--- src/rtl/sha256_msg_ctrl.sv ---
// Message sequencer for the sha256 core: packs a byte stream into 512-bit blocks, pads,
// chains state across blocks and hands out the digest. Define SHA256_CTRL_SHA224_EN for SHA-224.
module sha256_msg_ctrl #(
  parameter int unsigned CNT_W = 32
) (
  input  logic         clk,
  input  logic         reset,
  input  logic [7:0]   in_data,
  input  logic         in_valid,
  input  logic         in_last,
  input  logic         in_empty,
`ifdef SHA256_CTRL_SHA224_EN
  input  logic         sha224,
`endif
  output logic         in_ready,
  output logic         core_start,
  output logic [0:511] core_block,
  output logic [0:255] core_hin,
  input  logic         core_done,
  input  logic [0:255] core_hout,
  output logic [0:255] digest,
  output logic         digest_valid,
  input  logic         digest_ack,
  output logic         busy
);

  localparam logic [0:255] Iv256 = 256'h6a09e667_bb67ae85_3c6ef372_a54ff53a_510e527f_9b05688c_1f83d9ab_5be0cd19;

  typedef enum logic [2:0] {StIdle, StFill, StPad, StLen, StHash, StDone} state_e;

  state_e           state_q, state_d;
  logic [5:0]       ptr_q, ptr_d;
  logic [CNT_W-1:0] count_q, count_d;
  logic [0:255]     h_q, h_d;
  logic [0:511]     block_q, block_d;
  logic             start_q, start_d;
  logic [0:255]     digest_q, digest_d;
  logic             dvalid_q, dvalid_d;
  logic             final_q, final_d;
  logic             pad_pend_q, pad_pend_d;
  logic             mark_q, mark_d;

  logic             xfer;
  logic             end_marker;
  logic [8:0]       bidx;
  logic [63:0]      len_bits;
  logic [0:255]     iv_new;
  logic [0:255]     iv_done;
  logic [0:255]     hout_dig;

`ifdef SHA256_CTRL_SHA224_EN
  localparam logic [0:255] Iv224 = 256'hc1059ed8_367cd507_3070dd17_f70e5939_ffc00b31_68581511_64f98fa7_befa4fa4;

  // Mode of the message in flight; resampled only when leaving IDLE.
  logic mode_q;

  always_ff @(posedge clk or posedge reset) begin
    if (reset) begin
      mode_q <= 1'b0;
    end else if (state_q == StIdle && xfer) begin
      mode_q <= sha224;
    end
  end

  assign iv_new   = sha224 ? Iv224 : Iv256;
  assign iv_done  = mode_q ? Iv224 : Iv256;
  assign hout_dig = mode_q ? {core_hout[0:223], 32'h0} : core_hout;
`else
  assign iv_new   = Iv256;
  assign iv_done  = Iv256;
  assign hout_dig = core_hout;
`endif

  assign in_ready   = ~reset & ((state_q == StIdle) | (state_q == StFill));
  assign xfer       = in_valid & in_ready;
  assign end_marker = in_last & in_empty;
  assign bidx       = {ptr_q, 3'b000};
  assign len_bits   = 64'({count_q, 3'b000});

  always_comb begin
    state_d    = state_q;
    ptr_d      = ptr_q;
    count_d    = count_q;
    h_d        = h_q;
    block_d    = block_q;
    start_d    = 1'b0;
    digest_d   = digest_q;
    dvalid_d   = dvalid_q;
    final_d    = final_q;
    pad_pend_d = pad_pend_q;
    mark_d     = mark_q;

    unique case (state_q)
      StIdle, StFill: begin
        if (xfer) begin
          if (state_q == StIdle) begin
            h_d        = iv_new;
            final_d    = 1'b0;
            pad_pend_d = 1'b0;
            mark_d     = 1'b0;
          end
          if (end_marker) begin
            state_d = StPad;
          end else begin
            block_d[bidx +: 8] = in_data;
            ptr_d              = ptr_q + 6'd1;
            count_d            = count_q + CNT_W'(1);
            if (ptr_q == 6'd63) begin
              state_d    = StHash;
              start_d    = 1'b1;
              final_d    = 1'b0;
              pad_pend_d = in_last;
            end else if (in_last) begin
              state_d = StPad;
            end else begin
              state_d = StFill;
            end
          end
        end
      end

      StPad: begin
        block_d[bidx +: 8] = mark_q ? 8'h00 : 8'h80;
        mark_d             = 1'b1;
        ptr_d              = ptr_q + 6'd1;
        if (ptr_q == 6'd55) begin
          state_d = StLen;
        end else if (ptr_q == 6'd63) begin
          // No room for the length field: finish this block and pad a fresh one.
          state_d    = StHash;
          start_d    = 1'b1;
          final_d    = 1'b0;
          pad_pend_d = 1'b1;
        end
      end

      StLen: begin
        block_d[448 +: 64] = len_bits;
        state_d            = StHash;
        start_d            = 1'b1;
        final_d            = 1'b1;
      end

      StHash: begin
        if (core_done) begin
          h_d   = core_hout;
          ptr_d = 6'd0;
          if (final_q) begin
            digest_d = hout_dig;
            dvalid_d = 1'b1;
            state_d  = StDone;
          end else if (pad_pend_q) begin
            pad_pend_d = 1'b0;
            state_d    = StPad;
          end else begin
            state_d = StFill;
          end
        end
      end

      StDone: begin
        if (digest_ack) begin
          state_d  = StIdle;
          dvalid_d = 1'b0;
          h_d      = iv_done;
          count_d  = '0;
          mark_d   = 1'b0;
          ptr_d    = 6'd0;
        end
      end

      default: state_d = StIdle;
    endcase
  end

  always_ff @(posedge clk or posedge reset) begin
    if (reset) begin
      state_q    <= StIdle;
      ptr_q      <= 6'd0;
      count_q    <= '0;
      h_q        <= Iv256;
      block_q    <= '0;
      start_q    <= 1'b0;
      digest_q   <= '0;
      dvalid_q   <= 1'b0;
      final_q    <= 1'b0;
      pad_pend_q <= 1'b0;
      mark_q     <= 1'b0;
    end else begin
      state_q    <= state_d;
      ptr_q      <= ptr_d;
      count_q    <= count_d;
      h_q        <= h_d;
      block_q    <= block_d;
      start_q    <= start_d;
      digest_q   <= digest_d;
      dvalid_q   <= dvalid_d;
      final_q    <= final_d;
      pad_pend_q <= pad_pend_d;
      mark_q     <= mark_d;
    end
  end

  assign core_start   = start_q;
  assign core_block   = block_q;
  assign core_hin     = h_q;
  assign digest       = digest_q;
  assign digest_valid = dvalid_q;
  assign busy         = (state_q != StIdle);

endmodule

--- config.mk ---
export PLATFORM = sky130hd
export DESIGN_NAME = sha256_msg_ctrl
export DESIGN_NICKNAME = d
export VERILOG_FILES = /design/src/rtl/sha256_msg_ctrl.sv
export SDC_FILE = /design/constraint.sdc
export NUM_CORES = 2
export LEC_CHECK = 0
export ABC_AREA = 1
export CAP_MARGIN = 20
export CORE_AREA = 2 2 511 513
export DETAILED_ROUTE_END_ITERATION = 8
export DIE_AREA = 0 0 513 515
export DONT_BUFFER_PORTS = 1
export PLACE_DENSITY = 0.34
export SLEW_MARGIN = 15
export SYNTH_ARGS = -nofsm -noshare
export SYNTH_HDL_FRONTEND = slang
export SYNTH_SLANG_ARGS = --single-unit
--- constraint.sdc ---
create_clock -name clk -period 52.3 [get_ports clk]
set_clock_uncertainty 0.15 [all_clocks]
set_input_delay 7.845 -clock clk [delete_from_list [all_inputs] [get_ports clk]]
set_output_delay 7.845 -clock clk [all_outputs]
set_load 0.02 [all_outputs]
==> reports/metrics.yaml <==
detailed_routing:
  via_per_inst: 4.186
  vias: 35800
  routedWlPerCell_um: 28.92
  drcViolationCount: 0
  drt_iter0_drc: 2823
  first_pass_iters: 5
  drt-total-wl_um: 247300
  antenna_left: 0
floorplan:
  coreArea_um2: 258500
  ios: 1299
  die_w_um: 513
  fp.dieArea_um2: 264200
  num_rows: 187
  start_util: 0.1714
  die_h_um: 515
global_route:
  grt.total_usage: 0.1814
  grt-busiest-layer: "met2"
  gr-usage-met1: 0.1992
  grt_pass1_vias: 35570
  grt_overflow_total: 0
  grt_max_degree: 230
  globalRouteMet2Util: 0.3136
  grtUsageMet3: 0.07473
  grt_pass1_wl_um: 330600
  antenna_found_initial: 15
place:
  place.gp.congestion: 0.8447
  numPortBuffers: 0
  dpl.hpwl_um: 191100
  dpl_cell_area_um2: 48000
  dp_cells: 8270
critical_path:
  cp_slowest_stage_delay_ps: 350
  crit_family: "simple AND/OR/NAND/NOR gates"
  cp.required_ps: 44310
  crit_fanout: 3
  start_kind: "input pin"
  crit_path_top_delay_cell: "nor2_1"
  arrival_ps: 8200
  cp-end-kind: "output pin"
  path_class: "input pin to output pin"
  cp_num_buf_inv: 0
  path_cells: "nor2_1"
clock_tree:
  clock_path_buffers: 3
  clk_pin_slew_worst_paths_ps: 60
  clock_latency_ps: 780
  cts_tree: "built"
  clock_sinks: 1070
  cts_buffers: 138
  cts_hold_buf: 0
  root_buffer: "clkbuf_16"
  cts_setup_buffers: 0
  cts_resized: 0
  htreeDepth: 4
sta:
  hold_viol: 0
  fin_crit_ps: 16190
  setup_viol: 0
  rsz0062_at_grt: "false"
  hold_slack_ps: 370.5
  fin_crit_sh: 0.3096
  fmax_ghz: 0.06175
  slew_headroom: 0.2739
  drv_slew: 0
  tightest_slew_ps: 1085
  setup_tns_ps: 0
final_layout:
  stdcell_count: 8551
  multi_input_comb_area_um2: 14350
  stdcell_area_um2: 52640
  drive_gt1_frac: 0.09125
  fillers: 28770
  seq_area_um2: 26950
  nNetsFinal: 5287
  syn2layout_area_growth_pct: 18.82
flow_run:
  max_cap_viol_count: 0
synth:
  yosysSeqAreaShare: 0.6082
  synth-seq-cells: 1070
  syn_area_per_cell_um2: 8.740
  yosysWarnings: 0
  netlist_instances: 5069
  ys_types: 37
  syn_area_um2: 44300
  syn-num-nets: 5347
power_and_ir_drop:
  ir_drop_mv: 0.04572
  leakage_nw: 23.34
  power.net_switching_w: 0.001595
  power_density_nw_per_um2: 65.13
  netSwitchingFraction: 0.4654
  total_power_w: 0.003428
  comb_power_share: 0.213
  seqPwrFrac: 0.504
  internal_power_w: 0.001833
  power_frac_clock: 0.282
min_path:
  hp-class: "flop to flop"
outcome:
  status: "complete, no violations"
worst register-to-register path, delay by kind of cell, from the launching register on:
family,cells,cell delay [ps]
buf+inv,4,2730
compound gates,1,240
flops,1,460
simple gates,4,1220
metal layers:
layer  vias up  routed length (µm)
met5         -                  13
met4         2                7923
met3       262               24700
met2      1440              123300
met1     17870               91340
li1      16220                   -
cells in the final DEF, fill, tap and decap left out, drive strengths merged:
cell type / netlist / layout
a21oi: 236 / 236
a31oi: 1 / 1
and2: 4 / 4
buf: 137 / 74
bufinv: 0 / 5
clkbuf: 137 / 204
clkinv: 4 / 28
clkinvlp: 0 / 8
dfrtp: 934 / 934
dfstp: 136 / 136
diode: 0 / 31
ha: 7 / 7
inv: 481 / 489
nand2: 1207 / 1207
nand3: 322 / 322
nand4: 36 / 36
nor2: 570 / 570
nor2b: 1 / 1
nor3: 38 / 38
nor4: 7 / 7
o211ai: 7 / 7
o21ai: 776 / 776
o22ai: 12 / 12
o2bb2ai: 2 / 2
o31a: 1 / 1
o31ai: 3 / 3
or2: 6 / 6
xor2: 4 / 4
registers in the layout, indices dropped and copies added (netlist names):
register / flops
core_block: 512
core_hin: 256
core_start: 1
count_q: 32
digest: 256
digest_valid: 1
final_q: 1
mark_q: 1
pad_pend_q: 1
ptr_q: 6
state_q: 3
Yosys cell counts (all sizes together):
cell	number	area [µm²]
a21oi	236	1181
a31oi	1	6.260
and2	4	25.02
buf	137	768.2
clkbuf	137	514.2
clkinv	4	15.01
dfrtp	934	23370
dfstp	136	3573
ha	7	87.58
inv	481	1805
nand2	1207	4538
nand3	322	1612
nand4	36	231.5
nor2	570	2180
nor2b	1	6.260
nor3	38	200.2
nor4	7	43.79
o211ai	7	57.55
o21ai	776	3887
o22ai	12	75.07
o2bb2ai	2	17.52
o31a	1	8.760
o31ai	3	22.52
or2	6	37.54
xor2	4	35.03
cells by family (layout without fill, tap and decap cells):
logic type	after synthesis	after routing	synth area share
AOI/OAI and AO/OA	1038	1038	0.1186
other	0	31	0
xor gates and xnor gates	4	4	0.0007907
adders and majority gates	7	7	0.001977
buffers and inverters	759	808	0.07004
DFF	1070	1070	0.6082
and+or+nand+nor	2191	2191	0.2003
through the flow:
stage | worst slack, ps | util
floorplan | 14410 | -
global placement | 36080 | 0.1856
detailed placement | 36100 | 0.1856
CTS | 36100 | 0.2033
global route | 36070 | 0.2035
finish | 36110 | 0.2036
area by class of cell:
type | count | share of cell area
flip-flops and latches | 1070 | 0.5119
multi-input cells | 3240 | 0.2726
well taps | 3402 | 0.08086
clock buffers | 204 | 0.07644
inverters | 485 | 0.03482
repair buffers | 74 | 0.01181
clock inverters | 45 | 0.01005
diodes | 31 | 0.001474
final timing paths:
| kind | depth (start not counted) | startpoint | slack [ps] | endpoint |
|---|---|---|---|---|
| max reg2reg | 9 | state_q[0] | 47350 | digest[152] |
| max in group asynchronous | 5 | reset | 41330 | core_block[165] |
| min | 2 | count_q[31] | 370 | count_q[31] |
| min reg2reg | 2 | count_q[31] | 370 | count_q[31] |
| min in group asynchronous | 1 | reset | 6840 | digest[9] |
| max | 1 | reset | 36110 | in_ready |
power groups by stage:
stage / registers (W) / clock network (W) / logic (W)
detailed placement: 0.00176 / 0 / 0.000751
global route: 0.00176 / 0.00103 / 0.000830
global placement: 0.00176 / 0 / 0.000739
finish: 0.00173 / 0.000968 / 0.000732
CTS: 0.00175 / 0.00100 / 0.000753
floorplan: 0.00153 / 0 / 0.000487
Power figures use the tool's default switching activity.
